**src/rtl/cex_controller.sv**
```systemverilog
// XM23 conditional-execution window sequencer: latches the CEX condition, counts
// the T and F slots that follow and gates the execute stage for skipped instructions.
module cex_controller #(
    parameter int CNT_W = 3
) (
    input  logic             clk,
    input  logic             rst,
    input  logic             instr_valid,
    input  logic             cex_en,
    input  logic [3:0]       cex_cond,
    input  logic [CNT_W-1:0] cex_t,
    input  logic [CNT_W-1:0] cex_f,
    input  logic             psw_n,
    input  logic             psw_z,
    input  logic             psw_c,
    input  logic             psw_v,
    input  logic             flush,
    output logic             exec_en,
    output logic             cex_active,
    output logic             cex_phase,
    output logic [CNT_W-1:0] cex_remain
);

    typedef enum logic [1:0] {
        IDLE = 2'd0,
        T_PH = 2'd1,
        F_PH = 2'd2
    } state_t;

    state_t           state, state_n;
    logic [CNT_W-1:0] cnt, cnt_n;
    logic [CNT_W-1:0] f_q, f_n;
    logic             cond_q, cond_n;
    logic             cc_true;

    localparam logic [CNT_W-1:0] CNT_ONE = {{(CNT_W-1){1'b0}}, 1'b1};

    // Condition evaluation against the live flags; only consumed in the CEX cycle.
    always_comb begin
        cc_true = 1'b0;
        case (cex_cond)
            4'd0:  cc_true = psw_z;
            4'd1:  cc_true = !psw_z;
            4'd2:  cc_true = psw_c;
            4'd3:  cc_true = !psw_c;
            4'd4:  cc_true = psw_n;
            4'd5:  cc_true = !psw_n;
            4'd6:  cc_true = psw_v;
            4'd7:  cc_true = !psw_v;
            4'd8:  cc_true = psw_c && !psw_z;
            4'd9:  cc_true = !psw_c || psw_z;
            4'd10: cc_true = (psw_n == psw_v);
            4'd11: cc_true = (psw_n != psw_v);
            4'd12: cc_true = !psw_z && (psw_n == psw_v);
            4'd13: cc_true = psw_z || (psw_n != psw_v);
            4'd14: cc_true = 1'b1;
            default: cc_true = 1'b0;
        endcase
    end

    always_ff @(posedge clk) begin
        if (rst) begin
            state  <= IDLE;
            cnt    <= '0;
            f_q    <= '0;
            cond_q <= 1'b0;
        end else begin
            state  <= state_n;
            cnt    <= cnt_n;
            f_q    <= f_n;
            cond_q <= cond_n;
        end
    end

    always_comb begin
        state_n = state;
        cnt_n   = cnt;
        f_n     = f_q;
        cond_n  = cond_q;
        if (flush) begin
            state_n = IDLE;
            cnt_n   = '0;
            f_n     = '0;
            cond_n  = 1'b0;
        end else if (instr_valid) begin
            case (state)
                IDLE: begin
                    if (cex_en) begin
                        cond_n = cc_true;
                        f_n    = cex_f;
                        if (cex_t != '0) begin
                            state_n = T_PH;
                            cnt_n   = cex_t;
                        end else if (cex_f != '0) begin
                            state_n = F_PH;
                            cnt_n   = cex_f;
                        end
                    end
                end
                // A nested CEX simply consumes a slot here; it never reloads the window.
                T_PH: begin
                    if (cnt == CNT_ONE) begin
                        if (f_q != '0) begin
                            state_n = F_PH;
                            cnt_n   = f_q;
                        end else begin
                            state_n = IDLE;
                            cnt_n   = '0;
                        end
                    end else begin
                        cnt_n = cnt - CNT_ONE;
                    end
                end
                F_PH: begin
                    if (cnt == CNT_ONE) begin
                        state_n = IDLE;
                        cnt_n   = '0;
                    end else begin
                        cnt_n = cnt - CNT_ONE;
                    end
                end
                default: begin
                    state_n = IDLE;
                    cnt_n   = '0;
                end
            endcase
        end
    end

    always_comb begin
        exec_en = 1'b0;
        if (instr_valid && !flush) begin
            case (state)
                IDLE:    exec_en = !cex_en;
                T_PH:    exec_en = !cex_en && cond_q;
                F_PH:    exec_en = !cex_en && !cond_q;
                default: exec_en = 1'b0;
            endcase
        end
    end

    assign cex_active = (state != IDLE);
    assign cex_phase  = (state == F_PH);
    assign cex_remain = cnt;

endmodule
```
**config.mk**
```make
export PLATFORM = sky130hd
export DESIGN_NAME = cex_controller
export DESIGN_NICKNAME = d
export VERILOG_FILES = /design/src/rtl/cex_controller.sv
export SDC_FILE = /design/constraint.sdc
export NUM_CORES = 1
export LEC_CHECK = 0
export CORE_AREA = 2 2 47 49
export CTS_BUF_LIST = sky130_fd_sc_hd__clkbuf_2
export DETAILED_ROUTE_END_ITERATION = 10
export DIE_AREA = 0 0 49 51
export GPL_TIMING_DRIVEN = 1
export MAX_ROUTING_LAYER = met4
export PLACE_DENSITY = 0.75
export SLEW_MARGIN = 15
export SYNTH_ARGS = -nofsm -noshare
export SYNTH_HDL_FRONTEND = slang
export SYNTH_SLANG_ARGS = --single-unit
```
**constraint.sdc**
```tcl
create_clock -name clk -period 1.76 [get_ports clk]
set_input_delay 0.352 -clock clk [delete_from_list [all_inputs] [get_ports clk]]
set_output_delay 0.352 -clock clk [all_outputs]
set_load 0.05 [all_outputs]
```
==> impl_summary.txt, run 1 <==
----------------------------------------------------
[Critical path]
  Max stage delay on crit path ... around 0.37 ns
  Maximum net fanout on the critical path ... 6
  Arrival @ worst endpoint ... around 1.5 ns
  Sum of buffers and inverters on the critical path ... 3
  Category of the most critical setup path ... flop to output pin
  Required time of the critical path ... approximately 1.4 ns
  Crit-path leading delay family ... buffers and inverters
  Cell breakdown of the critical path ... inv_1 -> ha_1 -> buf_4 -> a21oi_2 -> nor4_4 -> buf_12
  Type of destination of the critical path ... output pin
  Worst Setup Start Kind ... flop
  Critical path's slowest cell ... dfxtp_4

[Global route]
  Wire length of the first global-routing pass ... 4080 um
  Total Routing Usage GR ... 0.219
  Residual overflow from global routing ... 0
  Maximum number of pins on one net before global-route repair ... 8
  GR met1 Demand/Resource ... 0.214
  Number of antenna violations at the first check in global routing ... 0
  GRT met3 Usage ... 0.0205
  Number of global-route vias before repair ... 971
  Met2 Usage GRT ... 0.441
  Top Usage Layer GRT ... met2

[Power and ir drop]
  Comb pwr share ... 0.397
  Maximum ir drop on the vdd rail ... 0.000233 V
  Clock network fraction of total power ... 0.242
  Net switching power figure ... around 190 uW
  Switching portion of total power ... 0.330
  Leakage power figure ... 0.000558 uW
  Internal Pwr Total ... 394 uW
  PwrDens ... about 440 mW/mm^2
  Fraction of power consumed by sequential logic ... 0.361

[Floorplanning]
  Area enclosed by the die boundary ... 0.00250 sq mm
  Effective utilization at floorplan ... 0.400
  Die X ... roughly 49 um
  Boundary pin count ... 25
  Core box area ... just over 0.002 sq mm
  Site Rows ... 17
  Vert. Die Dim ... 51 um

[Synth]
  Number of synthesized flops with an enable pin ... 0
  Synth Area per Inst ... 7.85 sq um
  Post-synth top flop ... dfxtp_1
  Post-synthesis cell area ... a little over 800 sq um
  Number of synthesis warnings ... 0
  Part of the Yosys area used for sequential elements ... 0.219
  Post-synthesis register bit count ... 9
  Number of instances in the synthesized netlist ... 105
  Post-synth net total ... between 100 and 150
  Count of cell types in the netlist ... 39
  Share of flip-flops with an asynchronous set or reset after synthesis ... 0

[Route]
  Via count normalized by instance count ... just over 5
  1st-iter DRT viols ... 17
  DRC errors left ... 0
  Antenna-violating nets left ... 0
  Via total after detailed routing ... 917
  Wire length per cell after detailed routing ... 13.7 um
  Initial DRT Pass Iterations ... 4
  Drt total wl ... around 2400 um

[Clock tree]
  Number of buffers created by CTS ... 3
  Deepest level of the CTS H-tree ... 1
  Clock root buffer ... clkbuf_2
  Clock slew at reported path FFs ... 0.10 ns
  TritonCTS clock tree ... done
  Clock insertion delay at the later pin of the skew report ... 0.27 ns
  Number of buffers on the longest clock path ... 2
  Number of clock sinks ... 9
  Quantity of hold-fixing buffers added after cts ... 0

[Hold path]
  Path type of the worst min-delay path ... flop to flop

[Run status]
  Failing checks ... negative setup slack
  Run status ... finished, violations left

[Timing]
  Headroom to the max-slew limit ... 0.794
  Final Cycle Share ... 1.04
  Final hold violation count ... 0
  Final worst path period need ... 1.83 ns
  Number of max-slew violations in the final report ... 0
  Slew at the pin with the worst max-slew slack ... 0.306 ns
  Number of setup violations in the final report ... 3
  Final clock skew ... 0.00357 ns
  F_max ... ~0.55 GHz
  Unrepaired setup endpoints after global routing ... yes
  Worst hold margin ... 0.535 ns
  Final worst-path setup slack ... -0.0679 ns
  Total negative slack for setup checks ... -0.100 ns

[Finish]
  Ratio of cells with drive above 1 in the final layout ... 0.302
  Post-layout utilization of the core ... 0.642
  Count of inserted antenna diode cells ... 0
  Synthesis-to-layout area growth ... 60.7%
  Layout fillers ... between 200 and 250
  Number of nets at the end of the flow ... roughly 180

[Placement]
  RD Place Congestion ... 0.971
  Post-DP HPWL ... 1970 um
  Number of input and output port buffers inserted ... 24

[Job]
  Max Cap Viol ... 0

----------------------------------------------------
==> power by group through the flow <==
stage,registers (uW),clock network [uW],logic [uW]
global placement,219,0,222
detailed placement,220,0,228
global route,214,150,252
finish,212,143,233
floorplan,225,0,105
CTS,213,144,232
==> path summary, 6_finish.rpt <==
check / start / end / slack, ns / depth (start not counted)
hold reg to reg: cex_remain[2]$_SDFFE_PP0P_ / cex_remain[2]$_SDFFE_PP0P_ / 0.53 / 2
setup / recovery: state[1]$_SDFFE_PP0P_ / exec_en / -0.07 / 6
hold / removal: cex_remain[2]$_SDFFE_PP0P_ / cex_remain[2]$_SDFFE_PP0P_ / 0.53 / 2
setup reg to reg: state[1]$_SDFFE_PP0P_ / state[0]$_SDFFE_PP0P_ / -0.01 / 7
==> worst min-delay path, cell delays in order (launching register included) <==
cell and delay (ns):
dfxtp_1 0.36, nand3_1 0.08, o41ai_1 0.06
==> layer usage <==
layer  vias up  part of all wire
met2        21              0.56
met4         0             0.015
met5         -                 0
li1        468                 -
met3         4             0.029
met1       424              0.39
==> per-stage QoR <==
stage,setup slack [ns],power (uW),area [sq um],cells
detailed placement,-0.245,448,1290,172
global route,-0.121,616,1330,177
global placement,-0.168,441,1290,172
floorplan,-0.129,330,858,105
finish,-0.0679,588,1330,177
CTS,-0.0703,588,1320,177
==> state kept, by name, summed over array words and instances, names as in the netlist <==
| name | cells |
|---|---|
| state | 2 |
| cond_q | 1 |
| cex_remain | 3 |
| f_q | 3 |
==> what timing repair did <==
item                                    CTS  global route
buffers inserted                          1             0
pin swaps                                 1             1
endpoints found under the setup margin    2             6
endpoints found under the hold margin     0             0
gates resized for setup                   4             1
==> cell type report <==
cell class,count,area (sq um),area share
Tap cell,28,35.0,0.0264
Timing Repair Buffer,45,424,0.320
Clock buffer,4,20.0,0.0151
Sequential cell,9,188,0.142
Inverter,8,32.5,0.0246
Multi-Input combinational cell,83,626,0.472
==> cell usage after synthesis, drive strengths merged, types with 2 or more instances <==
cell,count,area share
a21oi,6,0.036
a22oi,2,0.018
and2,2,0.017
clkbuf,4,0.018
dfxtp,9,0.22
ha,6,0.091
inv,8,0.036
mux2i,7,0.085
nand2,6,0.027
nand2b,2,0.015
nand3,2,0.012
nor2,11,0.050
nor3,3,0.018
nor3b,3,0.027
o21ai,9,0.055
o221ai,3,0.053
o31ai,2,0.018
or3,2,0.021
xnor2,2,0.021
xor2,2,0.021
==> logic make-up after synthesis <==
family,count (synthesis),share of synthesized area
buffers and inverters,13,0.0607
AO/OA/AOI/OAI,28,0.241
multiplexers,8,0.0986
AND/OR/NAND/NOR,37,0.247
flip-flops,9,0.219
XOR/XNOR,4,0.0425
adder cells (fa/ha/maj),6,0.0910
==> placed cells by master (no fill, tap or decap), drive strengths merged <==
| cell type | netlist | layout |
|---|---|---|
| o221ai | 3 | 3 |
| xor2 | 2 | 2 |
| nor4 | 1 | 1 |
| nand3b | 1 | 1 |
| a21oi | 6 | 6 |
| buf | 1 | 27 |
| a211oi | 1 | 1 |
| mux2i | 7 | 7 |
| and2 | 2 | 2 |
| o41ai | 1 | 1 |
| nand2b | 2 | 2 |
| nand2 | 6 | 6 |
| nor3 | 3 | 3 |
| a41oi | 1 | 1 |
| or2 | 1 | 1 |
| nand4 | 1 | 1 |
| nand3 | 2 | 2 |
| or3 | 2 | 2 |
| clkbuf | 4 | 4 |
| o21ai | 9 | 9 |
| dfxtp | 9 | 9 |
| o211a | 1 | 1 |
| or4b | 1 | 1 |
| inv | 8 | 8 |
| nor2 | 11 | 11 |
| a22oi | 2 | 2 |
| clkdlybuf4s50 | 0 | 18 |
| xnor2 | 2 | 2 |
| a31oi | 1 | 1 |
| o22a | 1 | 1 |
| ha | 6 | 6 |
| nor2b | 1 | 1 |
| o31ai | 2 | 2 |
| mux2 | 1 | 1 |
| nor3b | 3 | 3 |
No activity file was read; power rests on OpenSTA's default activity.
==> run 2, diff against run 1 <==
CELL_PAD_IN_SITES_DETAIL_PLACEMENT = 1   (was not set)
CELL_PAD_IN_SITES_GLOBAL_PLACEMENT = 1   (was not set)
CORE_AREA = 2 2 55 57   (was 2 2 47 49)
DIE_AREA = 0 0 57 59   (was 0 0 49 51)
PLACE_DENSITY = not set   (was 0.75)
PLACE_DENSITY_LB_ADDON = 0.2   (was not set)
==> run 2 against run 1 <==
  * The flow still finishes with violations (negative setup slack)
  * Register-to-register slack better by 0.04 ns
  * Clock skew up 0.0024 ns
  * Final area up 4.0%
  * Sequential share of layout area down 0.54 points
  * Critical path depth unchanged
  * Power up 3.4%
  * Global-route usage down 3.0 points
  * Critical path type unchanged
==> impl_summary.txt, run 2 (synthesis results as in run 1) <==
----------------------------------------------------
[Finish]
  Post-layout utilization of the core ... 0.508
  Synthesis-to-layout area growth ... 67.1%
  Number of nets at the end of the flow ... between 150 and 200
  Most common cell after layout, fill and taps aside ... buf_4
  Final Non-Filler Cells ... around 180
  Ratio of cells with drive above 1 in the final layout ... 0.333
  Count of inserted antenna diode cells ... 0
  Commonest non-fill, non-tap cells in the layout ... 22 x buf_4, 18 x clkdlybuf4s50_1, 11 x nor2_1

[Route]
  Via count normalized by instance count ... around 5.3
  Antenna-violating nets left ... 0
  Initial DRT Pass Iterations ... 4
  DRC errors left ... 0
  1st-iter DRT viols ... 9
  Wire length per cell after detailed routing ... 16.2 um
  Drt total wl ... between 2000 and 3000 um
  Via total after detailed routing ... about 960

[Timing]
  Final Cycle Share ... 1.07
  Headroom to the max-slew limit ... 0.784
  Number of setup violations in the final report ... 3
  Unrepaired setup endpoints after global routing ... yes
  F_max ... approximately 0.53 GHz
  Final clock skew ... about 0.006 ns
  Final worst-path setup slack ... -0.117 ns
  Worst hold margin ... around 0.53 ns
  Slew at the pin with the worst max-slew slack ... ~0.32 ns
  Final worst path period need ... approximately 1.9 ns
  Number of max-slew violations in the final report ... 0
  Final hold violation count ... 0

[Clock tree]
  Quantity of hold-fixing buffers added after cts ... 0
  Clock insertion delay at the later pin of the skew report ... ~0.28 ns
  Clock root buffer ... clkbuf_2
  Number of clock sinks ... 9
  Deepest level of the CTS H-tree ... 1
  Number of buffers created by CTS ... 3
  Number of buffers on the longest clock path ... 2
  Clock slew at reported path FFs ... about 0.11 ns
  TritonCTS clock tree ... done

[Floorplanning]
  Area enclosed by the die boundary ... between 0.003 and 0.004 sq mm
  Effective utilization at floorplan ... 0.304
  Vert. Die Dim ... just under 60 um
  Die X ... ~57 um
  Boundary pin count ... 25
  Site Rows ... 19
  Core box area ... around 0.0027 sq mm

[Critical path]
  Reg2Reg Setup Slack ... about 0.03 ns
  Required time of the critical path ... 1.41 ns
  Worst Setup Start Kind ... flop
  Maximum net fanout on the critical path ... 4
  FF-to-FF path depth ... 7
  Category of the most critical setup path ... flop to output pin
  Max stage delay on crit path ... 0.38 ns
  Cell breakdown of the critical path ... inv_4 -> ha_4 -> xor2_2 -> a21oi_2 -> nor4_4 -> buf_12
  Arrival @ worst endpoint ... 1.53 ns
  Type of destination of the critical path ... output pin
  Critical path's slowest cell ... dfxtp_4

[Power and ir drop]
  Maximum ir drop on the vdd rail ... 0.000452 V
  Overall power ... 609 uW
  Leakage power figure ... 0.000575 uW
  PwrDens ... around 440 mW/mm^2

[Placement]
  Setup slack after placement ... -0.196 ns
  Placed Instances ... ~180
  RD Place Congestion ... between 0.8 and 0.9
  Post-DP HPWL ... between 2000 and 2500 um
  Number of input and output port buffers inserted ... 24

[Hold path]
  Path type of the worst min-delay path ... flop to flop
  Hold-critical path depth ... 2

[Global route]
  Number of antenna violations at the first check in global routing ... 0
  Maximum number of pins on one net before global-route repair ... 8
  Wire length of the first global-routing pass ... 4610 um
  Total Routing Usage GR ... 0.188
  Number of global-route vias before repair ... about 980
  Residual overflow from global routing ... 0

[Run status]
  Failing checks ... negative setup slack
  Run status ... finished, violations left

[Job]
  Max Cap Viol ... 0

----------------------------------------------------
## run 2: stage by stage
step,setup TNS [ns],cell area [sq um]
after detailed placement,-1.06,1300
final,-0.121,1380
after floorplan,-0.187,858
after global routing,-0.433,1380
after CTS,-0.108,1350
after global placement,-0.755,1300
## run 2: per-layer routing
metal | track usage | up-vias | routed length (um)
met3 | 0.0459 | 9 | 91
met5 | - | - | 0
met2 | 0.319 | 17 | 1610
met4 | 0.0731 | 0 | 65
met1 | 0.216 | 463 | 1160
li1 | - | 467 | -
## run 2: final timing paths
kind                                    from                    endpoint
setup reg to reg       state[0]$_SDFFE_PP0P_       state[0]$_SDFFE_PP0P_
hold reg to reg   cex_remain[2]$_SDFFE_PP0P_  cex_remain[2]$_SDFFE_PP0P_
hold / removal    cex_remain[2]$_SDFFE_PP0P_  cex_remain[2]$_SDFFE_PP0P_
setup / recovery       state[0]$_SDFFE_PP0P_                     exec_en
## run 2: report_power, final
group | switching, uW | leakage [uW] | internal, uW
clock | 90.4 | 0.0000166 | 60.2
combinational | 115 | 0.000484 | 131
sequential | 6.03 | 0.0000745 | 207
## run 2: worst max-delay path: cells and delay by family, from the launching register on
kind,cells,cell delay (ns)
AO/OA/AOI/OAI,1,0.09
XOR/XNOR,1,0.15
adder cells (fa/ha/maj),1,0.14
buffers and inverters,2,0.26
flip-flops,1,0.38
AND/OR/NAND/NOR,1,0.22
## run 2: layout make-up
type / count / area (sq um)
repair buffers: 46 / 439
fillers: 338 / 1330
inverters: 8 / 37.5
well taps: 31 / 38.8
clock buffers: 4 / 20.0
flip-flops and latches: 9 / 188
multi-input cells: 83 / 654
## run 2: timing repair
item,4_1_cts,5_1_grt
pin swaps,4,3
endpoints found under the setup margin,2,7
buffers inserted,1,0
gates resized for setup,7,9
gates cloned,0,0
==> run 3, diff against run 2 <==
HOLD_SLACK_MARGIN = 0.12   (was not set)
==> results of run 3 <==
Same layout as run 2: the final DEF is identical, and so are final timing and power.
